`config.mk`:
```
export PLATFORM = sky130hd
export DESIGN_NAME = mmio_responder
export DESIGN_NICKNAME = d
export VERILOG_FILES = /design/src/rtl/mmio_pkg.sv /design/src/rtl/mmio_txfifo.sv /design/src/rtl/mmio_responder.sv
export SDC_FILE = /design/constraint.sdc
export NUM_CORES = 1
export LEC_CHECK = 0
export BUFFER_PORTS_ARGS = -buffer_cell sky130_fd_sc_hd__buf_2
export CAP_MARGIN = 25
export CORE_MARGIN = 8
export CORE_UTILIZATION = 35
export DETAILED_ROUTE_END_ITERATION = 8
export PLACE_DENSITY_LB_ADDON = 0.12
export SLEW_MARGIN = 20
export SYNTH_ARGS = -nofsm -noshare
export SYNTH_HDL_FRONTEND = slang
export SYNTH_HIERARCHICAL = 1
export SYNTH_SLANG_ARGS = --single-unit
```
`constraint.sdc`:
```
create_clock -name clock -period 3.66 [get_ports clock]
set_input_delay 0.732 -clock clock [delete_from_list [all_inputs] [get_ports clock]]
set_output_delay 0.732 -clock clock [all_outputs]
set_load 0.1 [all_outputs]
```
`src/rtl/mmio_pkg.sv`:
```
// Shared definitions for the MMIO responder: register map, STATUS layout,
// default base address and the STATUS word packer.
package mmio_pkg;

  localparam logic [11:0] MMIO_BASE_DEFAULT = 12'hF00;

  typedef enum logic [1:0] {
    REG_TXDATA = 2'd0,
    REG_STATUS = 2'd1,
    REG_RXDATA = 2'd2,
    REG_CYCLES = 2'd3
  } mmio_reg_e;

  localparam int STAT_TX_EMPTY = 0;
  localparam int STAT_TX_FULL  = 1;
  localparam int STAT_RX_VALID = 2;
  localparam int STAT_TX_OVF   = 3;
  localparam int STAT_RX_OVR   = 4;

  function automatic logic [31:0] status_word(
    input logic tx_empty,
    input logic tx_full,
    input logic rx_valid,
    input logic tx_ovf,
    input logic rx_ovr
  );
    logic [31:0] w;
    w                = 32'h0000_0000;
    w[STAT_TX_EMPTY] = tx_empty;
    w[STAT_TX_FULL]  = tx_full;
    w[STAT_RX_VALID] = rx_valid;
    w[STAT_TX_OVF]   = tx_ovf;
    w[STAT_RX_OVR]   = rx_ovr;
    return w;
  endfunction

endpackage

```
`src/rtl/mmio_txfifo.sv`:
```
// Byte-wide synchronous TX FIFO; head byte reads as zero while empty so the
// transmit data output is well defined out of reset.
module mmio_txfifo #(
  parameter int DEPTH = 4
) (
  input  logic                     clock,
  input  logic                     reset,
  input  logic                     push,
  input  logic                     pop,
  input  logic [7:0]               din,
  output logic [7:0]               dout,
  output logic                     full,
  output logic                     empty,
  output logic [$clog2(DEPTH):0]   count
);

  localparam int AW = $clog2(DEPTH);
  localparam int CW = AW + 1;
  localparam logic [CW-1:0] DEPTH_C = CW'(DEPTH);

  logic [7:0]    mem_r [DEPTH];
  logic [AW-1:0] wr_ptr_r;
  logic [AW-1:0] rd_ptr_r;
  logic [CW-1:0] count_r;
  logic          do_push_s;
  logic          do_pop_s;

  assign empty = (count_r == {CW{1'b0}});
  assign full  = (count_r == DEPTH_C);
  assign count = count_r;

  // Qualify push/pop; a push into a full FIFO only lands when the head leaves.
  always_comb begin
    do_pop_s  = pop && !empty;
    do_push_s = push && (!full || do_pop_s);
    if (empty) begin
      dout = 8'h00;
    end else begin
      dout = mem_r[rd_ptr_r];
    end
  end

  // Pointer and occupancy bookkeeping.
  always_ff @(posedge clock or negedge reset) begin
    if (!reset) begin
      wr_ptr_r <= {AW{1'b0}};
      rd_ptr_r <= {AW{1'b0}};
      count_r  <= {CW{1'b0}};
    end else begin
      if (do_push_s) begin
        wr_ptr_r <= wr_ptr_r + {{(AW-1){1'b0}}, 1'b1};
      end
      if (do_pop_s) begin
        rd_ptr_r <= rd_ptr_r + {{(AW-1){1'b0}}, 1'b1};
      end
      case ({do_push_s, do_pop_s})
        2'b10:   count_r <= count_r + {{(CW-1){1'b0}}, 1'b1};
        2'b01:   count_r <= count_r - {{(CW-1){1'b0}}, 1'b1};
        default: count_r <= count_r;
      endcase
    end
  end

  // Storage array; contents are don't-care outside the occupied window.
  always_ff @(posedge clock) begin
    if (do_push_s) begin
      mem_r[wr_ptr_r] <= din;
    end
  end

endmodule

```
`src/rtl/mmio_responder.sv`:
```
// Four-register MMIO block sitting beside the data syncram: TX FIFO, STATUS,
// RX holding register and a free-running cycle counter, with 1-cycle reads.
module mmio_responder
  import mmio_pkg::*;
#(
  parameter logic [11:0] MMIO_BASE = MMIO_BASE_DEFAULT,
  parameter int          TX_DEPTH  = 4
) (
  input  logic        clock,
  input  logic        reset,
  input  logic [11:0] address_dmem,
  input  logic [31:0] data,
  input  logic        wren,
  output logic [31:0] q_mmio,
  output logic        mmio_hit,
  output logic [7:0]  tx_data,
  output logic        tx_valid,
  input  logic        tx_ready,
  input  logic [7:0]  rx_byte,
  input  logic        rx_strobe
);

  localparam int CW = $clog2(TX_DEPTH) + 1;
  localparam logic [CW-1:0] DEPTH_C = CW'(TX_DEPTH);

  logic [11:0]   offset_s;
  logic          in_range_s;
  mmio_reg_e     reg_sel_s;
  logic          tx_push_s;
  logic          tx_pop_s;
  logic          tx_accept_s;
  logic          tx_drop_s;
  logic          stat_wr_s;
  logic          rx_rd_s;
  logic          cyc_wr_s;
  logic          tx_full_s;
  logic          tx_empty_s;
  logic [CW-1:0] tx_count_s;
  logic [31:0]   rd_data_s;

  logic [7:0]    rx_hold_r;
  logic          rx_valid_r;
  logic          tx_ovf_r;
  logic          rx_ovr_r;
  logic [31:0]   cycles_r;

  // Unsigned wrap of the subtraction makes addresses below the base fall out of range.
  assign offset_s   = address_dmem - MMIO_BASE;
  assign in_range_s = (offset_s[11:2] == 10'd0);
  assign reg_sel_s  = mmio_reg_e'(offset_s[1:0]);

  assign tx_pop_s    = tx_valid && tx_ready;
  assign tx_accept_s = tx_push_s && ((tx_count_s < DEPTH_C) || tx_pop_s);
  assign tx_drop_s   = tx_push_s && !tx_accept_s;
  assign tx_valid    = !tx_empty_s;

  mmio_txfifo #(
    .DEPTH (TX_DEPTH)
  ) u_txfifo (
    .clock (clock),
    .reset (reset),
    .push  (tx_accept_s),
    .pop   (tx_pop_s),
    .din   (data[7:0]),
    .dout  (tx_data),
    .full  (tx_full_s),
    .empty (tx_empty_s),
    .count (tx_count_s)
  );

  // Address decode into per-register strobes; every in-range access is also a read.
  always_comb begin
    tx_push_s = 1'b0;
    stat_wr_s = 1'b0;
    rx_rd_s   = 1'b0;
    cyc_wr_s  = 1'b0;
    if (in_range_s) begin
      case (reg_sel_s)
        REG_TXDATA: tx_push_s = wren;
        REG_STATUS: stat_wr_s = wren;
        REG_RXDATA: rx_rd_s   = 1'b1;
        REG_CYCLES: cyc_wr_s  = wren;
        default:    tx_push_s = 1'b0;
      endcase
    end else begin
      tx_push_s = 1'b0;
      stat_wr_s = 1'b0;
      rx_rd_s   = 1'b0;
      cyc_wr_s  = 1'b0;
    end
  end

  // Read mux over pre-edge register values.
  always_comb begin
    case (reg_sel_s)
      REG_TXDATA: rd_data_s = 32'h0000_0000;
      REG_STATUS: rd_data_s = status_word(tx_empty_s, tx_full_s, rx_valid_r,
                                          tx_ovf_r, rx_ovr_r);
      REG_RXDATA: rd_data_s = {rx_valid_r, 23'd0, rx_hold_r};
      REG_CYCLES: rd_data_s = cycles_r;
      default:    rd_data_s = 32'h0000_0000;
    endcase
  end

  // Registered read response, zero when the address is not ours.
  always_ff @(posedge clock or negedge reset) begin
    if (!reset) begin
      q_mmio   <= 32'h0000_0000;
      mmio_hit <= 1'b0;
    end else begin
      mmio_hit <= in_range_s;
      q_mmio   <= in_range_s ? rd_data_s : 32'h0000_0000;
    end
  end

  // A load stores data+1 so the written value reads back already advanced one tick.
  always_ff @(posedge clock or negedge reset) begin
    if (!reset) begin
      cycles_r <= 32'h0000_0000;
    end else if (cyc_wr_s) begin
      cycles_r <= data + 32'd1;
    end else begin
      cycles_r <= cycles_r + 32'd1;
    end
  end

  // RX capture: a new byte wins over a same-cycle read, so rx_valid stays set.
  always_ff @(posedge clock or negedge reset) begin
    if (!reset) begin
      rx_hold_r  <= 8'h00;
      rx_valid_r <= 1'b0;
    end else if (rx_strobe) begin
      rx_hold_r  <= rx_byte;
      rx_valid_r <= 1'b1;
    end else if (rx_rd_s) begin
      rx_valid_r <= 1'b0;
    end
  end

  // Sticky error flags; a fresh error event takes priority over a software clear.
  always_ff @(posedge clock or negedge reset) begin
    if (!reset) begin
      tx_ovf_r <= 1'b0;
      rx_ovr_r <= 1'b0;
    end else begin
      if (tx_drop_s) begin
        tx_ovf_r <= 1'b1;
      end else if (stat_wr_s && data[STAT_TX_OVF]) begin
        tx_ovf_r <= 1'b0;
      end
      if (rx_strobe && rx_valid_r && !rx_rd_s) begin
        rx_ovr_r <= 1'b1;
      end else if (stat_wr_s && data[STAT_RX_OVR]) begin
        rx_ovr_r <= 1'b0;
      end
    end
  end

endmodule

```
==> results of run 1 <==
==> per-stage QoR <==
stage | worst slack [ns] | util (%) | area [um^2] | std cells
finish | 0.513 | 43.6 | 7150 | 837
global route | 0.387 | 43.6 | 7150 | 837
CTS | 0.561 | 43.6 | 7150 | 837
detailed placement | 0.138 | 39.8 | 6530 | 805
global placement | 0.203 | 39.8 | 6530 | 805
floorplan | 0.0989 | - | 5790 | 496
==> layer usage <==
| layer | share of wire [%] | vias up | track usage, % |
|---|---|---|---|
| met5 | 0.088 | - | 0 |
| met4 | 2.0 | 2 | 6.02 |
| met1 | 45 | 2060 | 18.7 |
| met3 | 5.1 | 26 | 3.99 |
| met2 | 48 | 102 | 24.9 |
| li1 | - | 1988 | - |
==> path summary, 6_finish.rpt <==
path                                    from              endpoint
setup / recovery             address_dmem[3]          cycles_r[28]
hold / removal                         reset  u_txfifo/rd_ptr_r[1]
setup reg to reg           u_txfifo/count[2]     u_txfifo/count[1]
hold reg to reg                 rx_hold_r[4]          rx_hold_r[4]
max in group asynchronous              reset           cycles_r[6]
min in group clock              rx_hold_r[4]          rx_hold_r[4]
==> synth_stat cells (15+ instances only) <==
cell       n
nor2_1    28
mux2i_1   26
inv_1     20
dfrtp_1   83
xnor2_1   51
mux2_2    15
edfxtp_1  32
nand2_1   24
nand3_1   24
and2_1    33
nor4_1    17
nand4_1   16
==> power by group through the flow <==
stage	combinational (W)	clock [W]	sequential (W)
2_1_floorplan	0.000939	0	0.00147
3_3_place_gp	0.00108	0	0.00156
3_5_place_dp	0.00109	0	0.00156
4_1_cts	0.00110	0.00178	0.00154
5_1_grt	0.00117	0.00184	0.00155
6_report	0.00108	0.00174	0.00153
==> flip-flops by register name (all words and copies together), names as in the netlist, 2 cells and up <==
| register | count |
|---|---|
| u_txfifo/count | 3 |
| cycles_r | 32 |
| rx_hold_r | 8 |
| u_txfifo/rd_ptr_r | 2 |
| u_txfifo/mem_r | 32 |
| q_mmio | 32 |
| u_txfifo/wr_ptr_r | 2 |
==> cells by family (layout without fill, tap and decap cells) <==
family / after synthesis / count (layout)
adders and majority gates: 6 / 6
and+or+nand+nor: 193 / 193
muxes: 50 / 50
AOI/OAI and AO/OA: 31 / 31
buffers and inverters: 40 / 161
xor gates and xnor gates: 61 / 61
DFF: 115 / 115
==> cell type report <==
cell class              instances  area, um^2
clock buffers                  22         464
clock inverters                10         156
fillers                      1575        9260
inverters                      21        78.8
multi-input cells             341        2570
flip-flops and latches        115        3040
well taps                     220         275
repair buffers                108         568
==> flow_metrics.env, run 1 <==
export IMPL_ctsHoldBuffers=0
export IMPL_clock_root_buffer="clkbuf_16"
export IMPL_row_count=47
export IMPL_io_buffers=98
export IMPL_r2r_cells=11
export IMPL_finalCritPeriodShare_pct=86.0
export IMPL_worstHoldPathType="in -> async"
export IMPL_hold_viol=0
export IMPL_nets=667
export IMPL_synth_edf_count=32
export IMPL_start_util_pct=35.3
export IMPL_die_h_um=145
export IMPL_syn_inst=496
export IMPL_die_area_um2=20900
export IMPL_synth_xor_area_share_pct=9.23
export IMPL_cp_top_family="simple AND/OR/NAND/NOR gates"
export IMPL_comb_power_share_pct=24.9
export IMPL_arrival_ns=3.42
export IMPL_crit_fanout=6
export IMPL_yosys_area_top_type_share_pct=35.9
export IMPL_vias=4178
export IMPL_mostFrequentLayoutCells="buf_2 (97), dfrtp_1 (83), xnor2_1 (51)"
export IMPL_post_route_min_period_ns=3.15
export IMPL_gp_congestion=0.796
export IMPL_clkPwrFrac_pct=40.0
export IMPL_reg2reg_slack_ns=0.74
export IMPL_grtUsageTotal_pct=15.2
export IMPL_diodes=0
export IMPL_syn_area_per_cell_um2=11.7
export IMPL_wl_per_cell_um=17.6
export IMPL_synth_compound_area_share_pct=3.69
export IMPL_hpwl_um=10800
export IMPL_critPathKind="in -> reg"
export IMPL_drt_drc_violations_left=0
export IMPL_yosys_top_cells_area="dfrtp_1 (36%), edfxtp_1 (17%), xnor2_1 (7.7%)"
export IMPL_antenna_found_initial=1
export IMPL_intPower_w=0.00288
export IMPL_worst_path_max_delay_cell="or4_4"
export IMPL_synth_largest_area_cell="dfrtp_1"
export IMPL_grt_overflow=0
export IMPL_slew_headroom_pct=50.6
export IMPL_grt_max_degree=41
export IMPL_dominantRegCellSynth="dfrtp_1"
export IMPL_fp_dieW_um=145
export IMPL_clkLatencyLatePin_ns=0.41
export IMPL_yosys_warnings=6
export IMPL_layout_drive_gt1_share_pct=28.0
export IMPL_synth_top_family_by_area="simple AND/OR/NAND/NOR gates"
export IMPL_ant_nets=0
export IMPL_clkSinkCount=115
export IMPL_crit_cells=10
export IMPL_yosysSeqAreaShare_pct=52.5
export IMPL_ir_worst_vdd_mv=0.474
export IMPL_core_um2=16400
export IMPL_cts_htree_levels=4
export IMPL_cts_tree="yes"
export IMPL_whs_ns=0.325
export IMPL_async_reset_ff_share_pct=72.2
export IMPL_yosys_area_share_simple_pct=19.3
export IMPL_first_global_vias=4584
export IMPL_worst_slew_pin_slew_ns=0.740
export IMPL_synth_area_um2=5790
export IMPL_p_leak_nw=2.98
export IMPL_required_ns=3.93
export IMPL_sw_frac_of_total_pct=33.9
export IMPL_p_sw_w=0.00148
export IMPL_ys_ff_latch=115
export IMPL_fin_setup_tns_ns=0
export IMPL_cts_resized=0
export IMPL_setup_viol=0
export IMPL_numCtsBuffers=17
export IMPL_slew_violations=0
export IMPL_cts_setup_buffers=0
export IMPL_drv_cap=0
export IMPL_first_pass_iters=5
export IMPL_powerDensity_nw_per_um2=610
export IMPL_grt_setup_unrepaired="no"
export IMPL_final_common_cell="buf_2"
export IMPL_cts_path_max_buffers=2
export IMPL_synth_mux_area_share_pct=10.8
export IMPL_worst_setup_path_end_kind="flop"
export IMPL_ys_types=54
export IMPL_synth_fa_ha_area_share_pct=1.43
export IMPL_p_seq_share_pct=35.2
export IMPL_slowest_delay_ns=0.55
export IMPL_path_buf_inv=1
export IMPL_synth_net_count=559
export IMPL_worstPathCellList="buf_2, or4_4, nor4_4, mux2_2, ha_1, and4_1, nand2_1, nor4_1, xnor2_1, mux2i_1"
export IMPL_power_w=0.00436
export IMPL_status="complete, no violations"
export IMPL_drt_first_iter_violations=208
export IMPL_grt_first_pass_wirelength_um=24200
export IMPL_clkTransAtPathRegs_ns=0.05
export IMPL_area_growth_syn_to_layout_pct=23.5
export IMPL_crit_path_start_kind="input port"
export IMPL_vias_per_cell=4.99
export IMPL_pin_count=99
export IMPL_fmaxAchievable_mhz=318
export IMPL_fin_skew_ns=0.00842
export IMPL_finalWirelength_um=14700
(Power assumes the default switching activity.)
==> run 2: changes to the inputs <==
ABC_AREA = 1   (was unset)
==> flow_metrics.env, run 2 <==
export IMPL_yosys_top_cells_area="dfrtp_1 (33%), edfxtp_1 (15%), nand2_1 (13%)"
export IMPL_vias_per_cell=4.70
export IMPL_cts_setup_buffers=0
export IMPL_grt_setup_unrepaired="no"
export IMPL_worst_slew_pin_slew_ns=0.665
export IMPL_placed_cells=1104
export IMPL_startpoint="u_txfifo/rd_ptr_r[0]"
export IMPL_synth_net_count=848
export IMPL_seq_area_um2=3040
export IMPL_ys_types=36
export IMPL_grt_overflow=0
export IMPL_core_um2=17800
export IMPL_slew_headroom_pct=55.6
export IMPL_mostFrequentLayoutCells="nand2_1 (218), nor2_1 (120), inv_1 (104)"
export IMPL_start_util_pct=35.2
export IMPL_power_w=0.00461
export IMPL_crit_fanout=18
export IMPL_intPower_w=0.00285
export IMPL_fillers=1836
export IMPL_required_ns=2.93
export IMPL_ys_ff_latch=115
export IMPL_synth_area_um2=6260
export IMPL_hold_viol=0
export IMPL_worstPathCellList="inv_2, o21ai_0, a21oi_1, buf_2"
export IMPL_ant_nets=0
export IMPL_clkPwrFrac_pct=38.4
export IMPL_syn_inst=785
export IMPL_fin_skew_ns=0.00575
export IMPL_ctsHoldBuffers=0
export IMPL_yosys_area_top_type_share_pct=33.2
export IMPL_final_cell_area_um2=7650
export IMPL_grtUsageTotal_pct=17.2
export IMPL_drt_drc_violations_left=0
export IMPL_vias=5344
export IMPL_p_leak_nw=3.77
export IMPL_yosys_warnings=6
export IMPL_first_pass_iters=4
export IMPL_dominantRegCellSynth="dfrtp_1"
export IMPL_cts_tree="yes"
export IMPL_p_sw_w=0.00175
export IMPL_io_buffers=98
export IMPL_syn_area_per_cell_um2=7.98
export IMPL_post_dp_cell_area_um2=7000
export IMPL_finalCritPeriodShare_pct=80.4
export IMPL_yosysSeqAreaShare_pct=48.5
export IMPL_final_common_cell="nand2_1"
export IMPL_ys_top_cells_by_count="nand2_1 (218), nor2_1 (120), inv_1 (104)"
export IMPL_p_seq_share_pct=32.4
export IMPL_comb_power_share_pct=29.2
export IMPL_row_count=49
export IMPL_top_regs="cycles_r: 32 flops, q_mmio: 32 flops, u_txfifo/mem_r: 32 flops"
export IMPL_setup_viol=0
export IMPL_wl_per_cell_um=16.2
export IMPL_worst_path_max_delay_cell="dfrtp_1"
export IMPL_post_route_min_period_ns=2.94
export IMPL_antenna_found_initial=0
export IMPL_synth_largest_area_cell="dfrtp_1"
export IMPL_diodes=0
export IMPL_die_h_um=150
export IMPL_fin_util_pct=43.0
export IMPL_ir_worst_vdd_mv=0.402
export IMPL_grt_first_pass_wirelength_um=29700
export IMPL_die_area_um2=22400
export IMPL_clkLatencyLatePin_ns=0.42
export IMPL_multiInputGateArea_um2=2660
export IMPL_drv_cap=0
export IMPL_grt_max_degree=68
export IMPL_drt_first_iter_violations=223
export IMPL_fp_dieW_um=150
export IMPL_pin_count=99
export IMPL_instances_no_fill=1137
export IMPL_sw_frac_of_total_pct=38.0
export IMPL_first_global_vias=5558
export IMPL_critPathKind="reg -> out"
export IMPL_hpwl_um=13800
export IMPL_cts_htree_levels=4
export IMPL_cts_path_max_buffers=2
export IMPL_crit_path_start_kind="flop"
export IMPL_yosys_cell_count_top_type="nand2_1"
export IMPL_slowest_delay_ns=0.62
export IMPL_crit_end="tx_data[5]"
export IMPL_reg2reg_to="u_txfifo/count[1]"
export IMPL_status="complete, no violations"
export IMPL_finalWirelength_um=18400
export IMPL_gp_congestion=0.874
export IMPL_fmaxAchievable_mhz=340
export IMPL_clkSinkCount=115
export IMPL_layout_drive_gt1_share_pct=21.8
export IMPL_area_growth_syn_to_layout_pct=22.2
export IMPL_slew_violations=0
export IMPL_fin_setup_tns_ns=0
export IMPL_cts_resized=0
export IMPL_numCtsBuffers=17
export IMPL_clkTransAtPathRegs_ns=0.05
export IMPL_nets=958
export IMPL_synth_edf_count=32
export IMPL_worstReg2RegStart="u_txfifo/count[2]"
export IMPL_arrival_ns=2.21
export IMPL_worst_setup_path_end_kind="output pin"
export IMPL_powerDensity_nw_per_um2=602
export IMPL_reg2reg_slack_ns=0.96
export IMPL_worstHoldPathType="in -> async"
export IMPL_r2r_cells=12
export IMPL_clock_root_buffer="clkbuf_16"
export IMPL_async_reset_ff_share_pct=72.2
==> run 2: logic make-up (layout without fill, tap and decap cells) <==
family	after synthesis	in the layout	share of synthesized area, %
AO/OA/AOI/OAI	51	51	4.52
AND/OR/NAND/NOR	460	460	33.6
flip-flops	115	115	48.5
multiplexers	3	3	0.539
buffers and inverters	132	255	8.99
XOR/XNOR	18	18	2.52
adder cells (fa/ha/maj)	6	6	1.32
==> run 2: worst min-delay path by stage <==
stage                             from                end  slack, ns
final                            reset  u_txfifo/count[0]       0.19
after global routing             reset       rx_hold_r[4]       0.19
after CTS                 cycles_r[28]         q_mmio[28]       0.49
after detailed placement  cycles_r[28]         q_mmio[28]       0.49
after global placement    cycles_r[29]         q_mmio[29]       0.48
after floorplan                  reset        cycles_r[0]       0.44
==> run 2: power by group through the flow <==
stage               combinational, W  sequential [W]  clock (W)
floorplan                    0.00113         0.00145          0
global placement             0.00135         0.00152          0
detailed placement           0.00135         0.00152          0
CTS                          0.00135         0.00149    0.00180
global route                 0.00146         0.00151    0.00186
finish                       0.00134         0.00149    0.00177
==> run 2: area by class of cell <==
cell class,instances,area share (%)
clock buffers,22,6.07
well taps,229,3.74
repair buffers,115,8.37
clock inverters,10,2.04
flip-flops and latches,115,39.7
multi-input cells,538,34.8
inverters,108,5.30
==> run 2: routing by layer <==
| layer | track usage [%] | vias up | routed length, um |
|---|---|---|---|
| met5 | 0 | - | 0 |
| met3 | 4.35 | 18 | 899 |
| li1 | - | 2712 | - |
| met4 | 5.00 | 0 | 248 |
| met2 | 28.3 | 106 | 8840 |
| met1 | 21.9 | 2508 | 8380 |
==> run 2: metrics by stage <==
step,hold slack [ns],worst slack (ns)
final,0.186,0.717
after global placement,0.484,0.748
after global routing,0.185,0.556
after floorplan,0.436,0.605
after CTS,0.489,0.668
after detailed placement,0.485,0.719
==> run 2: critical path, delay by kind of cell, from the launching register on <==
family          cells  cell delay, ns
buf+inv             2            0.81
compound gates      2            0.35
flops               1            0.62
==> run 3: changes to the inputs <==
ABC_AREA = 0   (was 1)
clock period = 2.4 ns   (was 3.66 ns; I/O delays follow)
==> flow_metrics.env, run 3 (same netlist as run 1, synthesis figures left out) <==
export IMPL_row_count=47
export IMPL_ctsHoldBuffers=0
export IMPL_slew_violations=0
export IMPL_crit_path_start_kind="input port"
export IMPL_arrival_ns=2.95
export IMPL_final_cell_area_um2=7790
export IMPL_grt_setup_unrepaired="yes"
export IMPL_area_growth_syn_to_layout_pct=34.6
export IMPL_clock_root_buffer="clkbuf_16"
export IMPL_post_route_min_period_ns=2.64
export IMPL_hpwl_um=11400
export IMPL_seq_area_um2=3040
export IMPL_grt_max_degree=37
export IMPL_ant_nets=0
export IMPL_finalCritPeriodShare_pct=110
export IMPL_vias_per_cell=4.95
export IMPL_power_w=0.00700
export IMPL_whs_ns=0.0584
export IMPL_ir_worst_vdd_mv=0.579
export IMPL_finalWirelength_um=15300
export IMPL_first_pass_iters=4
export IMPL_clkTransAtPathRegs_ns=0.05
export IMPL_grt_first_pass_wirelength_um=24400
export IMPL_nets=701
export IMPL_fp_dieW_um=145
export IMPL_required_ns=2.71
export IMPL_clkLatencyLatePin_ns=0.40
export IMPL_failed_checks="setup timing"
export IMPL_core_um2=16400
export IMPL_cts_tree="yes"
export IMPL_pin_count=99
export IMPL_diodes=0
export IMPL_drv_cap=0
export IMPL_clkSinkCount=115
export IMPL_powerDensity_nw_per_um2=897
export IMPL_drt_drc_violations_left=0
export IMPL_die_area_um2=20900
export IMPL_wl_per_cell_um=17.6
export IMPL_grt_overflow=0
export IMPL_cts_path_max_buffers=2
export IMPL_post_dp_cell_area_um2=6870
export IMPL_worstHoldPathType="in -> async"
export IMPL_cts_htree_levels=4
export IMPL_worst_slew_pin_slew_ns=0.593
export IMPL_p_leak_nw=3.31
export IMPL_numCtsBuffers=17
export IMPL_antenna_found_initial=1
export IMPL_fin_skew_ns=0.00816
export IMPL_io_buffers=98
export IMPL_vias=4310
export IMPL_die_h_um=145
export IMPL_worst_slack_ns=-0.239
export IMPL_fmaxAchievable_mhz=379
export IMPL_grtUsageTotal_pct=15.3
export IMPL_layout_drive_gt1_share_pct=37.1
export IMPL_critPathKind="in -> reg"
export IMPL_final_common_cell="buf_2"
export IMPL_fin_util_pct=47.5
export IMPL_multiInputGateArea_um2=2830
export IMPL_mostFrequentLayoutCells="buf_2 (88), dfrtp_1 (83), xnor2_1 (49)"
export IMPL_first_global_vias=4718
export IMPL_gp_congestion=0.822
export IMPL_fillers=1504
export IMPL_status="complete, but fails checks"
export IMPL_slew_headroom_pct=60.3
export IMPL_setup_viol=40
export IMPL_worst_setup_path_end_kind="flop"
export IMPL_start_util_pct=35.3
export IMPL_top_regs="cycles_r: 32 flops, q_mmio: 32 flops, u_txfifo/mem_r: 32 flops"
export IMPL_crit_fanout=2
export IMPL_drt_first_iter_violations=237
export IMPL_post_place_ws_ns=-0.752
export IMPL_hold_viol=0
run 3: changes by cell type in the layout (fill, tap and decap cells not counted), sizes merged, moves of 37 or more:
cell | previous run | this run
nand2 | 239 | 24
nor2 | 140 | 29
xnor2 | 2 | 51
inv | 107 | 20
and2 | 0 | 37
nand4 | 55 | 16
run 3: layout make-up:
type / instances / area share [%]
Multi-Input combinational cell: 341 / 36.3
Tap cell: 220 / 3.53
Clock buffer: 22 / 6.50
Inverter: 21 / 1.12
Clock inverter: 9 / 1.57
Sequential cell: 115 / 39.0
Timing Repair Buffer: 142 / 12.0
run 3: stage by stage:
stage / setup TNS (ns) / cells
global placement: -26.44 / 830
finish: -1.17 / 870
detailed placement: -28.70 / 830
global route: -5.67 / 870
CTS: -0.827 / 869
floorplan: -17.02 / 496
run 3: layer usage:
layer  vias up  track usage [%]  routed length, um
met2        84             25.9               7580
met5         -                0                 13
met4         2             3.83                103
met1      2156             18.8               6920
met3        10             4.13                694
li1       2058                -                  -
run 3: timing repair:
| action | CTS | global route |
|---|---|---|
| endpoints found under the hold margin | 0 | 0 |
| gates resized for setup | 19 | 36 |
| setup endpoints to repair | 56 | 56 |
| pin swaps | 12 | 19 |
| buffers inserted | 9 | 3 |
run 3: final timing paths:
kind	startpoint	end	slack [ns]	cells past startpoint
worst max register to register	u_txfifo/count[0]	u_txfifo/count[2]	0.07	11
min in group clock	rx_byte[7]	rx_hold_r[7]	0.31	2
worst min-delay path	reset	q_mmio[29]	0.06	1
worst max-delay path	address_dmem[3]	u_txfifo/count[1]	-0.24	12
max in group asynchronous	reset	cycles_r[28]	1.75	2
worst min register to register	rx_hold_r[2]	rx_hold_r[2]	0.51	1
run 3: critical path: stages:
cell and delay (ns):
buf_6 0.09, or4_4 0.55, or3_4 0.36, inv_4 0.06
nand3b_1 0.09, a211oi_2 0.26, nor2b_4 0.08, nand2_2 0.08
fa_2 0.44, o21ba_4 0.22, o211ai_1 0.08, a22oi_1 0.17
run 3: where the power goes:
group	internal, W	total (W)	switching (W)
sequential	0.00212	0.00225	0.000130
clock	0.00180	0.00265	0.000855
combinational	0.000754	0.00209	0.00134
total	0.00467	0.00700	0.00232
